==> src/rtl/pipe_stall_ctrl_pkg.sv <==
// Shared types and helpers for the pipeline stall/flush sequencer.
package pipe_stall_ctrl_pkg;

    typedef enum logic [1:0] {
        ST_IDLE    = 2'd0,
        ST_DRAIN   = 2'd1,
        ST_FLUSH   = 2'd2,
        ST_REFETCH = 2'd3
    } seq_state_t;

    localparam int REG_IDX_W   = 5;
    localparam int DRAIN_CNT_W = 3;

    function automatic logic src_matches(input logic use_rs,
                                         input logic [REG_IDX_W-1:0] rs,
                                         input logic [REG_IDX_W-1:0] rd);
        return use_rs && (rs == rd);
    endfunction

endpackage

==> src/rtl/pipe_stall_ctrl_if.sv <==
// Decoder fields, memory handshake and stall/flush controls between datapath and sequencer.
interface pipe_stall_ctrl_if;
    import pipe_stall_ctrl_pkg::*;

    logic                 id_use_rs1;
    logic                 id_use_rs2;
    logic [REG_IDX_W-1:0] id_rs1;
    logic [REG_IDX_W-1:0] id_rs2;
    logic                 ex_is_load;
    logic                 ex_we_reg;
    logic [REG_IDX_W-1:0] ex_rd;
    logic                 ex_fence;
    logic                 ex_redirect;
    logic                 mem_req;
    logic                 mem_ready;
    logic                 tlb_flush_ack;
    logic                 stall_if;
    logic                 stall_id;
    logic                 stall_ex;
    logic                 stall_mem;
    logic                 flush_id;
    logic                 flush_ex;
    logic                 tlb_flush_req;
    logic                 fence_refetch;
    logic                 flush_err;

    modport master (
        output id_use_rs1, id_use_rs2, id_rs1, id_rs2,
        output ex_is_load, ex_we_reg, ex_rd, ex_fence, ex_redirect,
        output mem_req, mem_ready, tlb_flush_ack,
        input  stall_if, stall_id, stall_ex, stall_mem, flush_id, flush_ex,
        input  tlb_flush_req, fence_refetch, flush_err
    );

    modport slave (
        input  id_use_rs1, id_use_rs2, id_rs1, id_rs2,
        input  ex_is_load, ex_we_reg, ex_rd, ex_fence, ex_redirect,
        input  mem_req, mem_ready, tlb_flush_ack,
        output stall_if, stall_id, stall_ex, stall_mem, flush_id, flush_ex,
        output tlb_flush_req, fence_refetch, flush_err
    );

endinterface

==> src/rtl/pipe_stall_ctrl_hazard_detect.sv <==
// Load-use hazard detection between the ID instruction and a load in EX.
module hazard_detect
    import pipe_stall_ctrl_pkg::*;
(
    input  logic                 id_use_rs1,
    input  logic                 id_use_rs2,
    input  logic [REG_IDX_W-1:0] id_rs1,
    input  logic [REG_IDX_W-1:0] id_rs2,
    input  logic                 ex_is_load,
    input  logic                 ex_we_reg,
    input  logic [REG_IDX_W-1:0] ex_rd,
    output logic                 load_use
);

    // x0 is never a real producer, so a load targeting it creates no hazard.
    assign load_use = ex_is_load && ex_we_reg && (ex_rd != '0) &&
                      (src_matches(id_use_rs1, id_rs1, ex_rd) ||
                       src_matches(id_use_rs2, id_rs2, ex_rd));

endmodule

==> src/rtl/pipe_stall_ctrl.sv <==
// Per-stage stall/flush priority mux plus the sfence.vma drain / TLB flush / refetch sequencer.
// state   | meaning
// IDLE    | normal issue; honours fence, redirect and load-use
// DRAIN   | older insts retiring from MEM/WB before the TLB flush
// FLUSH   | tlb_flush_req held, waiting for ack or timeout
// REFETCH | fence_refetch pulse issued, then back to IDLE
module pipe_stall_ctrl
    import pipe_stall_ctrl_pkg::*;
#(
    parameter int DRAIN_CYCLES = 2,
    parameter int ACK_TIMEOUT  = 64
) (
    input  logic              clk,
    input  logic              rstn,
    pipe_stall_ctrl_if.slave  bus
);

    localparam int ACK_CNT_W = $clog2(ACK_TIMEOUT) + 1;
    localparam logic [ACK_CNT_W-1:0]   ACK_LAST   = ACK_CNT_W'(ACK_TIMEOUT - 1);
    localparam logic [DRAIN_CNT_W-1:0] DRAIN_LOAD = DRAIN_CNT_W'(DRAIN_CYCLES - 1);
    localparam bit   TIMEOUT_EN = (ACK_TIMEOUT != 0);

    seq_state_t             state, state_nxt;
    logic [DRAIN_CNT_W-1:0] drain_cnt, drain_nxt;
    logic [ACK_CNT_W-1:0]   ack_cnt, ack_nxt;
    logic                   req_q, req_nxt;
    logic                   refetch_q, refetch_nxt;
    logic                   err_q, err_nxt;
    logic                   mem_stall, load_use;
    logic                   s_if, s_id, s_ex, s_mem, f_id, f_ex;

    hazard_detect u_hazard_detect (
        .id_use_rs1 (bus.id_use_rs1),
        .id_use_rs2 (bus.id_use_rs2),
        .id_rs1     (bus.id_rs1),
        .id_rs2     (bus.id_rs2),
        .ex_is_load (bus.ex_is_load),
        .ex_we_reg  (bus.ex_we_reg),
        .ex_rd      (bus.ex_rd),
        .load_use   (load_use)
    );

    assign mem_stall = bus.mem_req && !bus.mem_ready;

    always_comb begin
        s_if        = 1'b0;
        s_id        = 1'b0;
        s_ex        = 1'b0;
        s_mem       = 1'b0;
        f_id        = 1'b0;
        f_ex        = 1'b0;
        state_nxt   = state;
        drain_nxt   = drain_cnt;
        ack_nxt     = ack_cnt;
        req_nxt     = req_q;
        err_nxt     = err_q;
        refetch_nxt = 1'b0;
        if (mem_stall) begin
            // Whole pipe freezes, sequencer included; no bubbles while held.
            s_if  = 1'b1;
            s_id  = 1'b1;
            s_ex  = 1'b1;
            s_mem = 1'b1;
        end else begin
            case (state)
                ST_IDLE: begin
                    if (bus.ex_fence) begin
                        s_if      = 1'b1;
                        f_id      = 1'b1;
                        f_ex      = 1'b1;
                        state_nxt = ST_DRAIN;
                        drain_nxt = DRAIN_LOAD;
                    end else if (bus.ex_redirect) begin
                        f_id = 1'b1;
                        f_ex = 1'b1;
                    end else if (load_use) begin
                        s_if = 1'b1;
                        f_ex = 1'b1;
                    end
                end
                ST_DRAIN: begin
                    drain_nxt = (drain_cnt == '0) ? '0 : drain_cnt - 1'b1;
                    // Leave on the cycle the count would reach zero.
                    if (drain_cnt <= DRAIN_CNT_W'(1)) begin
                        state_nxt = ST_FLUSH;
                        req_nxt   = 1'b1;
                        ack_nxt   = '0;
                    end
                end
                ST_FLUSH: begin
                    ack_nxt = ack_cnt + ACK_CNT_W'(1);
                    if (bus.tlb_flush_ack) begin
                        state_nxt = ST_REFETCH;
                        req_nxt   = 1'b0;
                    end else if (TIMEOUT_EN && (ack_cnt == ACK_LAST)) begin
                        state_nxt = ST_REFETCH;
                        req_nxt   = 1'b0;
                        err_nxt   = 1'b1;
                    end
                end
                ST_REFETCH: begin
                    refetch_nxt = 1'b1;
                    state_nxt   = ST_IDLE;
                end
                default: state_nxt = ST_IDLE;
            endcase
            if (state != ST_IDLE) begin
                s_if = 1'b1;
                f_id = 1'b1;
                f_ex = 1'b1;
            end
        end
    end

    always_ff @(posedge clk or negedge rstn) begin
        if (!rstn) begin
            state     <= ST_IDLE;
            drain_cnt <= '0;
            ack_cnt   <= '0;
            req_q     <= 1'b0;
            refetch_q <= 1'b0;
            err_q     <= 1'b0;
        end else begin
            state     <= state_nxt;
            drain_cnt <= drain_nxt;
            ack_cnt   <= ack_nxt;
            req_q     <= req_nxt;
            refetch_q <= refetch_nxt;
            err_q     <= err_nxt;
        end
    end

    assign bus.stall_if      = s_if;
    assign bus.stall_id      = s_id;
    assign bus.stall_ex      = s_ex;
    assign bus.stall_mem     = s_mem;
    assign bus.flush_id      = f_id;
    assign bus.flush_ex      = f_ex;
    assign bus.tlb_flush_req = req_q;
    assign bus.fence_refetch = refetch_q;
    assign bus.flush_err     = err_q;

endmodule

==> src/flat_wrapper.sv <==
// flat-port wrapper written by rule: the top's interface ports become plain ports
module pipe_stall_ctrl_flat import pipe_stall_ctrl_pkg::*;
#(
    parameter int DRAIN_CYCLES = 2,
    parameter int ACK_TIMEOUT  = 64
)
  (clk, rstn, bus_id_use_rs1, bus_id_use_rs2, bus_id_rs1, bus_id_rs2, bus_ex_is_load, bus_ex_we_reg, bus_ex_rd, bus_ex_fence, bus_ex_redirect, bus_mem_req, bus_mem_ready, bus_tlb_flush_ack, bus_stall_if, bus_stall_id, bus_stall_ex, bus_stall_mem, bus_flush_id, bus_flush_ex, bus_tlb_flush_req, bus_fence_refetch, bus_flush_err);
  pipe_stall_ctrl_if bus_i ();
  input  logic clk;
  input  logic rstn;
  input wire logic [$bits(bus_i.id_use_rs1)-1:0] bus_id_use_rs1;
  input wire logic [$bits(bus_i.id_use_rs2)-1:0] bus_id_use_rs2;
  input wire logic [$bits(bus_i.id_rs1)-1:0] bus_id_rs1;
  input wire logic [$bits(bus_i.id_rs2)-1:0] bus_id_rs2;
  input wire logic [$bits(bus_i.ex_is_load)-1:0] bus_ex_is_load;
  input wire logic [$bits(bus_i.ex_we_reg)-1:0] bus_ex_we_reg;
  input wire logic [$bits(bus_i.ex_rd)-1:0] bus_ex_rd;
  input wire logic [$bits(bus_i.ex_fence)-1:0] bus_ex_fence;
  input wire logic [$bits(bus_i.ex_redirect)-1:0] bus_ex_redirect;
  input wire logic [$bits(bus_i.mem_req)-1:0] bus_mem_req;
  input wire logic [$bits(bus_i.mem_ready)-1:0] bus_mem_ready;
  input wire logic [$bits(bus_i.tlb_flush_ack)-1:0] bus_tlb_flush_ack;
  output wire logic [$bits(bus_i.stall_if)-1:0] bus_stall_if;
  output wire logic [$bits(bus_i.stall_id)-1:0] bus_stall_id;
  output wire logic [$bits(bus_i.stall_ex)-1:0] bus_stall_ex;
  output wire logic [$bits(bus_i.stall_mem)-1:0] bus_stall_mem;
  output wire logic [$bits(bus_i.flush_id)-1:0] bus_flush_id;
  output wire logic [$bits(bus_i.flush_ex)-1:0] bus_flush_ex;
  output wire logic [$bits(bus_i.tlb_flush_req)-1:0] bus_tlb_flush_req;
  output wire logic [$bits(bus_i.fence_refetch)-1:0] bus_fence_refetch;
  output wire logic [$bits(bus_i.flush_err)-1:0] bus_flush_err;
  assign bus_i.id_use_rs1 = bus_id_use_rs1;
  assign bus_i.id_use_rs2 = bus_id_use_rs2;
  assign bus_i.id_rs1 = bus_id_rs1;
  assign bus_i.id_rs2 = bus_id_rs2;
  assign bus_i.ex_is_load = bus_ex_is_load;
  assign bus_i.ex_we_reg = bus_ex_we_reg;
  assign bus_i.ex_rd = bus_ex_rd;
  assign bus_i.ex_fence = bus_ex_fence;
  assign bus_i.ex_redirect = bus_ex_redirect;
  assign bus_i.mem_req = bus_mem_req;
  assign bus_i.mem_ready = bus_mem_ready;
  assign bus_i.tlb_flush_ack = bus_tlb_flush_ack;
  assign bus_stall_if = bus_i.stall_if;
  assign bus_stall_id = bus_i.stall_id;
  assign bus_stall_ex = bus_i.stall_ex;
  assign bus_stall_mem = bus_i.stall_mem;
  assign bus_flush_id = bus_i.flush_id;
  assign bus_flush_ex = bus_i.flush_ex;
  assign bus_tlb_flush_req = bus_i.tlb_flush_req;
  assign bus_fence_refetch = bus_i.fence_refetch;
  assign bus_flush_err = bus_i.flush_err;
  pipe_stall_ctrl #(.DRAIN_CYCLES(DRAIN_CYCLES), .ACK_TIMEOUT(ACK_TIMEOUT)) u_core (.clk(clk), .rstn(rstn), .bus(bus_i));
endmodule
==> config.mk <==
export PLATFORM = sky130hd
export DESIGN_NAME = pipe_stall_ctrl_flat
export DESIGN_NICKNAME = d
export VERILOG_FILES = /design/src/rtl/pipe_stall_ctrl_pkg.sv /design/src/rtl/pipe_stall_ctrl_if.sv /design/src/rtl/pipe_stall_ctrl_hazard_detect.sv /design/src/rtl/pipe_stall_ctrl.sv /design/src/flat_wrapper.sv
export SDC_FILE = /design/constraint.sdc
export NUM_CORES = 1
export LEC_CHECK = 0
export CAP_MARGIN = 0
export CORE_MARGIN = 5
export CORE_UTILIZATION = 48
export DETAILED_ROUTE_END_ITERATION = 8
export GPL_ROUTABILITY_DRIVEN = 0
export PLACE_DENSITY_LB_ADDON = 0.08
export SYNTH_ARGS = -nofsm -noshare
export SYNTH_HDL_FRONTEND = slang
export SYNTH_SLANG_ARGS = --single-unit
==> constraint.sdc <==
create_clock -name clk -period 3.9 [get_ports clk]
set_input_delay 0.39 -clock clk [delete_from_list [all_inputs] [get_ports clk]]
set_output_delay 0.39 -clock clk [all_outputs]
set_load 0.02 [all_outputs]
==> impl_metrics.toml, run 1 <==
[worst_setup_path]
r2r-start = "u_core.state[0]$_DFFE_PN0P_"
path_class = "input pin to output pin"
cp.required_ps = 3510
crit_path_start_kind = "input pin"
rrSetupSlack_ps = 2030
crit_fanout = 3
cp-end-kind = "output pin"
cp.arrival_ps = 2570
reg2regPathDepth = 6
reg2reg_to = "u_core.state[1]$_DFFE_PN0P_"

[power]
p_int_mw = 0.3840
p_leak_nw = 0.5985
netSwitchingFraction = 0.3991
vdd_drop_max_uv = 335.3
pwr-share-clk = 0.142
pwr-share-comb = 0.500
power.density_nw_per_um2 = 459.3
p_switching_mw = 0.2550
seqPwrFrac = 0.357

[synthesis]
yosysTopAreaCell = "dfrtp_1"
syn_avg_cell_area_sq_um = 9.596
synth_area_leaders = "dfrtp_1, ha_1, xor2_1"
syn_nets = 139
async_flop_share = 1.000
synth_edf_count = 0
ys_warn_count = 0
yosys.area.top_type_share = 0.3690
syn_area_sq_um = 1017
synthCells = 106
synth_flop_cell = "dfrtp_1"
netlist-cell-type-count = 38
synth_seq_area_share = 0.3690
synth_seq_cells = 15
synth_most_common_cell = "dfrtp_1"
synth_commonest_cells = "dfrtp_1, inv_1, o21ai_0, xor2_1, ha_1"

[detailed_routing]
dr.pass1.iters = 4
vias_per_cell = 5.359
dr_wl_met3_microns = 140
wl_microns = 2523
met2_length_microns = 1350
drcViolationCount = 0
ant_nets = 0
top_layer = "met4"
vias = 895
m1WireLength_microns = 1021
detail_route.wl_per_cell_microns = 15.11
drt_first_iter_violations = 22

[min_path]
hold_path.class = "flip-flop to flip-flop"
whs_endpoint = "u_core.ack_cnt[5]$_DFFE_PN0P_"
min_path_cells = 1
hp-start = "u_core.ack_cnt[5]$_DFFE_PN0P_"

[layout]
drive_above_1_share = 0.05714
fill_cells = 152
area_delta_synth_final_pct = 36.78
diodes = 0
fin_nets = 174

[global_route]
grt_max_degree = 16
grt_pass1_vias = 965
grt_pass1_wl_microns = 4457
grt_util_all_layers = 0.1775
overflow = 0
antenna_found_initial = 0

[clock_network]
cts.reportedPaths.clkPinSlew_ps = 90
htreeDepth = 1
insertion_delay_ps = 280
cts.path.max_buffers = 2
cts_num_sinks = 15
cts_tree = "yes"
cts_resized = 0
cts-root-buf = "clkbuf_4"
cts_buffers = 3
cts-hold-fix-buffers = 0
cts_setup_buffers = 0

[timing]
rsz0062_at_grt = "no"
post-route-min-period_ps = 2956
fin_setup_tns_ps = 0
tightest_slew_ps = 695.0
slew_headroom = 0.5352
maxSlewViolCount = 0
clock.fmax_mhz = 338.3
fin_crit_sh = 0.7579
clock-skew-final_ps = 2.124
hold_violations = 0
hold_slack_ps = 496.5
setup_viol = 0

[floorplan]
die_h_microns = 56.04
rows = 16
num_io_pins = 35
start_util = 0.5133
core_sq_um = 1982
die_w_microns = 56.04
dieArea_sq_um = 3140

[place]
io_buffer_count = 34
dp_hpwl_microns = 2068

[run]
cap_violations = 0

[run_status]
outcome = "complete, no violations"
[worst max path at each step]
stage	start	to	slack, ps	depth (start not counted)
after global routing	bus_ex_rd[3]	bus_stall_if	730	6
after detailed placement	bus_ex_rd[3]	bus_stall_if	910	6
after global placement	bus_ex_rd[3]	bus_stall_if	1090	6
after floorplan	bus_ex_rd[3]	bus_stall_if	1950	4
after CTS	bus_ex_rd[3]	bus_stall_if	900	6
final	bus_ex_rd[3]	bus_stall_if	940	6
[placed cells by master (no fill, tap or decap), types with 4 or more instances in the layout]
master,n
xor2_1,8
nand2_1,6
clkdlybuf4s50_1,34
ha_1,7
o21ai_0,8
inv_1,9
o31ai_1,4
nand3_1,4
dfrtp_1,15
[stage by stage]
step / cell area (sq um) / power (mW) / util / cells / worst slack [ps]
after floorplan: 1017 / 0.4363 / - / 106 / 1947
after global placement: 1365 / 0.5338 / 0.6888 / 163 / 1089
after detailed placement: 1365 / 0.5506 / 0.6888 / 163 / 911.7
after CTS: 1391 / 0.6414 / 0.7020 / 167 / 902.9
after global routing: 1391 / 0.6993 / 0.7020 / 167 / 734.7
final: 1391 / 0.6391 / 0.7020 / 167 / 944.2
[logic make-up (layout without fill, tap and decap cells)]
group,after synthesis,after routing,share of synthesized area
flops,15,15,0.3690
compound gates,29,29,0.2091
buf+inv,14,48,0.06272
simple gates,27,27,0.1451
mux,4,4,0.04182
fa+ha+maj,7,7,0.08610
xor+xnor,10,10,0.08611
[power groups by stage]
stage | registers (mW) | clock network [mW] | logic (mW)
detailed placement | 0.231 | 0 | 0.320
global route | 0.235 | 0.103 | 0.362
finish | 0.228 | 0.0910 | 0.320
floorplan | 0.234 | 0 | 0.202
CTS | 0.228 | 0.0921 | 0.321
global placement | 0.228 | 0 | 0.306
[final cells by class]
class                           instances  area [sq um]  share of cell area
Multi-Input combinational cell         77         578.1              0.4155
Timing Repair Buffer                   34         340.3              0.2446
Sequential cell                        15         375.4              0.2698
Tap cell                               27         33.78             0.02428
Inverter                               10         37.54             0.02698
Clock buffer                            4         26.28             0.01888
[registers in the layout, indices dropped and copies added, names as in the netlist]
signal and cells:
u_core.ack_cnt 7, u_core.drain_cnt 3, u_core.state 2, u_core.bus.fence_refetch 1
u_core.bus.flush_err 1, u_core.bus.tlb_flush_req 1
[critical path: stages]
cell	delay (ps)
clkdlybuf4s50_1	460
xor2_1	180
nor4_1	340
a32oi_1	180
o311ai_1	330
clkdlybuf4s50_1	680
[routing by layer]
layer,global-route usage,up-vias
li1,-,438
met1,0.2119,430
met2,0.3205,25
met3,0.05336,2
met4,0.02034,0
met5,0,-
Note: power is estimated with default switching activity, not from simulation.
==> run 2: changes to the inputs <==
- CORE_UTILIZATION: 48 -> 40
- clock period: 3.9 -> 2.65 ns (I/O delays scaled with it)
==> run 2 against run 1 <==
  * Via count is 2.1% lower
  * Hold slack worse by 93 ps
  * Routed wire length is 8.6% lower
  * Combinational power is 45% higher
  * Global-route usage is 3.2 points lower
  * Sequential share of layout area is 0.43 points lower
  * Register-to-register slack worse by 1200 ps
  * Flip-flop and latch count stayed put
  * Final area is 1.6% higher
  * Total power is 44% higher
  * Sequential power is 46% higher
  * First-iteration DRC count is 36% lower
==> impl_metrics.toml, run 2 (synthesized netlist as in run 1, its figures left out) <==
[clock_network]
cts.reportedPaths.clkPinSlew_ps = 80
insertion_delay_ps = 280
cts_buffers = 3
cts_resized = 0
cts-hold-fix-buffers = 0
cts.path.max_buffers = 2
htreeDepth = 1
cts-root-buf = "clkbuf_4"
cts_num_sinks = 15
cts_setup_buffers = 0
cts_tree = "yes"

[layout]
fin_nets = 175
seq_area_sq_um = 375.4
fill_cells = 230
drive_above_1_share = 0.07092
final_common_cell = "clkdlybuf4s50_1"
diodes = 0
area_delta_synth_final_pct = 38.99
layout_common_cells = "clkdlybuf4s50_1, dfrtp_1, inv_1, xor2_1, o21ai_0"
largest_reg_flops = 7
fin_util = 0.5759
reg.largest.list = "u_core.ack_cnt (7), u_core.drain_cnt (3), u_core.state (2)"
multi_input_area_sq_um = 584.3
top_register = "u_core.ack_cnt"

[floorplan]
rows = 18
die_h_microns = 60.43
dieArea_sq_um = 3652
core_sq_um = 2455
num_io_pins = 35
start_util = 0.4144
die_w_microns = 60.43

[detailed_routing]
wl_microns = 2305
drcViolationCount = 0
detail_route.wl_per_cell_microns = 13.48
drt_first_iter_violations = 14
dr.pass1.iters = 4
vias_per_cell = 5.123
ant_nets = 0
vias = 876

[power]
vdd_drop_max_uv = 401.7
power.density_nw_per_um2 = 652.4
p_leak_nw = 0.6086

[global_route]
grt_pass1_wl_microns = 4064
grt_max_degree = 16
overflow = 0
antenna_found_initial = 0
grt_util_all_layers = 0.1459
grt_pass1_vias = 923

[worst_setup_path]
crit_fanout = 4
cp.arrival_ps = 2130
cp_num_buf_inv = 3
cp-end-kind = "output pin"
reg2reg_to = "u_core.state[1]$_DFFE_PN0P_"
critPathSlowestCell = "clkdlybuf4s50_1"
path_common_cell = "inv_1"
crit_path_max_incr_delay_ps = 600
critPathTopFamily = "buffers and inverters"
cp_cell_sequence = "inv_1 -> ha_1 -> nor2b_1 -> nor2_1 -> a21oi_1 -> inv_1 -> clkdlybuf4s50_1"
path_class = "flip-flop to output pin"
r2r-start = "u_core.state[0]$_DFFE_PN0P_"
cp.required_ps = 2380
rrSetupSlack_ps = 790
crit_path_start_kind = "flip-flop"
reg2regPathDepth = 6

[min_path]
hold_path.class = "input pin to async pin"

[timing]
post-route-min-period_ps = 2391
tightest_slew_ps = 695.6
fin_crit_sh = 0.9023
clock.fmax_mhz = 418.2
slew_headroom = 0.5348
hold_violations = 0
maxSlewViolCount = 0
fin_setup_tns_ps = 0
rsz0062_at_grt = "no"
clock-skew-final_ps = 2.848
setup_viol = 0

[run_status]
outcome = "complete, no violations"

[run]
cap_violations = 0

[place]
dp_hpwl_microns = 1945
io_buffer_count = 34
run 2: area by class of cell:
class                   instances  area share
multi-input cells              77      0.4133
flip-flops and latches         15      0.2655
inverters                      10     0.02655
well taps                      30     0.02655
repair buffers                 35      0.2496
clock buffers                   4     0.01858
run 2: worst register-to-register path: stages, from the launching register on:
cell	delay (ps)
dfrtp_1	380
inv_1	90
ha_1	230
nor2b_1	160
or2_1	280
a211oi_4	270
mux2_1	340
run 2: worst max path at each step:
| stage | start | end | slack [ps] | cells after the start |
|---|---|---|---|---|
| 5_1_grt | u_core.state[1]$_DFFE_PN0P_ | bus_flush_id | 50 | 7 |
| 4_1_cts | bus_ex_rd[3] | bus_stall_if | 40 | 6 |
| 2_1_floorplan | u_core.state[0]$_DFFE_PN0P_ | u_core.state[1]$_DFFE_PN0P_ | 950 | 6 |
| 3_3_place_gp | bus_ex_rd[3] | bus_stall_if | 90 | 6 |
| 6_report | u_core.state[0]$_DFFE_PN0P_ | bus_flush_id | 260 | 7 |
| 3_5_place_dp | bus_ex_rd[3] | bus_stall_if | 30 | 6 |
run 2: per-layer routing:
layer / wire, microns / global-route usage / part of all wire
met1: 970 / 0.1849 / 0.42
met2: 1203 / 0.2423 / 0.52
met3: 131 / 0.05532 / 0.057
met4: 0 / 0.02477 / 0
met5: 0 / 0 / 0
run 2: per-stage QoR:
| step | worst slack, ps | power [mW] | instances | cell area (sq um) | hold WS (ps) |
|---|---|---|---|---|---|
| 6_report | 259.0 | 0.9223 | 171 | 1414 | 403.4 |
| 5_1_grt | 51.24 | 1.009 | 171 | 1414 | 436.0 |
| 4_1_cts | 37.46 | 0.9358 | 171 | 1403 | 414.6 |
| 3_5_place_dp | 25.35 | 0.8036 | 167 | 1376 | 467.4 |
| 3_3_place_gp | 88.62 | 0.7942 | 167 | 1376 | 464.8 |
| 2_1_floorplan | 945.4 | 0.6421 | 106 | 1017 | -30.59 |
run 2: where the power goes:
| part | leakage [nW] | switching, mW | total [mW] | internal, mW |
|---|---|---|---|---|
| Clock | 0.0150 | 0.0681 | 0.126 | 0.0583 |
| Combinational | 0.398 | 0.244 | 0.464 | 0.220 |
| Sequential | 0.195 | 0.0452 | 0.332 | 0.287 |
==> run 3: changes to the inputs <==
- ABC_AREA: not set -> 1
- CORE_UTILIZATION: 40 -> 46
- clock period: 2.65 -> 2.3 ns (I/O delays scaled with it)
==> run 3 against run 2 <==
  * Die area is 0.53% lower
  * Hold slack got worse by 45 ps
  * Utilization is 5.3 points higher
  * Critical path type unchanged
  * Largest cell class unchanged
  * Highest routed layer is now met4
==> impl_metrics.toml, run 3 <==
[synthesis]
synth_seq_cells = 15
synth_flop_cell = "dfrtp_1"
synth_seq_area_share = 0.3229
syn_nets = 211
yosys.area.top_type_share = 0.3229
netlist-cell-type-count = 23
ys_warn_count = 0
synth_area_leaders = "dfrtp_1, nand2_1, inv_1"
yosysTopAreaCell = "dfrtp_1"
synthCells = 178
syn_avg_cell_area_sq_um = 6.530
async_flop_share = 1.000
synth_edf_count = 0
synth_most_common_cell = "nand2_1"
synth_commonest_cells = "nand2_1, inv_1, nand3_1, nor2_1, dfrtp_1"
syn_area_sq_um = 1162

[timing]
clock-skew-final_ps = 8.040
maxSlewViolCount = 0
fin_crit_sh = 0.9050
slew_headroom = 0.5338
fin_setup_tns_ps = 0
hold_slack_ps = 358.1
post-route-min-period_ps = 2081
clock.fmax_mhz = 480.4
tightest_slew_ps = 697.1
setup_viol = 0
rsz0062_at_grt = "no"
hold_violations = 0

[floorplan]
start_util = 0.4735
rows = 18
die_w_microns = 60.27
core_sq_um = 2455
dieArea_sq_um = 3632
num_io_pins = 35
die_h_microns = 60.27

[run_status]
outcome = "complete, no violations"

[detailed_routing]
wl_microns = 2678
dr_wl_met3_microns = 158
top_layer = "met4"
dr.pass1.iters = 4
ant_nets = 0
met2_length_microns = 1281
m1WireLength_microns = 1210
vias = 1211
drcViolationCount = 0
vias_per_cell = 4.984
drt_first_iter_violations = 56
detail_route.wl_per_cell_microns = 11.02

[worst_setup_path]
cp.arrival_ps = 1850
crit_fanout = 4
r2r-start = "u_core.state[1]$_DFFE_PN0P_"
crit_path_max_incr_delay_ps = 430
cp.required_ps = 2070
critPathSlowestCell = "dfrtp_1"
setup.worst_path.start = "u_core.state[0]$_DFFE_PN0P_"
crit_path_start_kind = "flip-flop"
reg2regPathDepth = 8
path_class = "flip-flop to output pin"
cp_cell_sequence = "inv_1 -> ha_1 -> inv_1 -> or2_1 -> o21ai_1 -> nand2_1 -> dlygate4sd2_1"
path_common_cell = "inv_1"
cp-end-kind = "output pin"

[global_route]
grt_util_all_layers = 0.1684
grt_max_degree = 16
grt_pass1_wl_microns = 4761
antenna_found_initial = 0
grt_pass1_vias = 1203
overflow = 0

[min_path]
hold_path.class = "input pin to async pin"

[layout]
largest_reg_flops = 7
top_register = "u_core.ack_cnt"
drive_above_1_share = 0.05634
layout_common_cells = "nand2_1, inv_1, clkdlybuf4s50_1, nor2_1, nand3_1"
final_area_sq_um = 1544
fin_nets = 247
diodes = 0
final_common_cell = "nand2_1"
reg.largest.list = "u_core.ack_cnt (7), u_core.drain_cnt (3), u_core.state (2)"
area_delta_synth_final_pct = 32.83

[clock_network]
insertion_delay_ps = 280
cts.reportedPaths.clkPinSlew_ps = 100
cts-root-buf = "clkbuf_4"
cts_setup_buffers = 0
cts_num_sinks = 15
cts_buffers = 3
cts_tree = "yes"
cts.path.max_buffers = 2
htreeDepth = 1

[power]
p_leak_nw = 0.8057
vdd_drop_max_uv = 469.5
p_total_mw = 1.061
power.density_nw_per_um2 = 687.5

[run]
cap_violations = 0

[place]
dp_hpwl_microns = 2263
dpl_cell_area_sq_um = 1516
io_buffer_count = 34
==> run 3: stage by stage <==
step,utilization,setup WS [ps],instances
after floorplan,-,806.0,178
after global placement,0.6177,108.0,239
after detailed placement,0.6177,85.26,239
after CTS,0.6279,60.84,243
after global routing,0.6290,76.99,243
final,0.6290,218.5,243
==> run 3: layout make-up <==
cell class,instances,area [sq um]
fillers,236,910.9
multi-input cells,123,620.6
flip-flops and latches,15,375.4
repair buffers,35,347.8
inverters,36,135.1
well taps,30,37.54
clock buffers,3,22.52
clock inverters,1,5.005
==> run 3: final timing paths <==
path	endpoint	slack, ps
max reg2reg	u_core.bus.tlb_flush_req$_DFFE_PN0P_	760
max	bus_flush_ex	220
min	u_core.ack_cnt[3]$_DFFE_PN0P_	360
max in group asynchronous	u_core.bus.tlb_flush_req$_DFFE_PN0P_	1500
min in group clk	u_core.bus.flush_err$_DFFE_PN0P_	490
min reg2reg	u_core.bus.flush_err$_DFFE_PN0P_	490
==> run 3: power breakdown <==
group / internal (mW) / total [mW] / leakage [nW] / switching [mW]
registers: 0.321 / 0.370 / 0.198 / 0.0488
clock network: 0.0645 / 0.152 / 0.0177 / 0.0875
logic: 0.220 / 0.540 / 0.590 / 0.320
total: 0.605 / 1.06 / 0.806 / 0.456
==> run 3: kinds of logic after synthesis <==
group | synth area share
AO/OA/AOI/OAI | 0.08719
flip-flops | 0.3229
AND/OR/NAND/NOR | 0.3714
buffers and inverters | 0.1432
adder cells (fa/ha/maj) | 0.07535
==> run 3: metal layers <==
layer	GRT usage	vias to the layer above
met5	0	-
met4	0.04747	0
met3	0.03240	2
met2	0.2901	37
met1	0.2116	549
li1	-	623
==> run 3: critical path, delay by kind of cell (launching register included) <==
family	cells	cell delay, ps
buf+inv	3	450
flops	1	430
simple gates	2	310
fa+ha+maj	1	200
compound gates	1	180
==> run 3: repair_timing <==
| item | 4_1_cts | 5_1_grt |
|---|---|---|
| endpoints found under the setup margin | 2 | 2 |
| hold buffers | 0 | 0 |
| hold endpoints to repair | 0 | 0 |
| gates resized for setup | 2 | 2 |
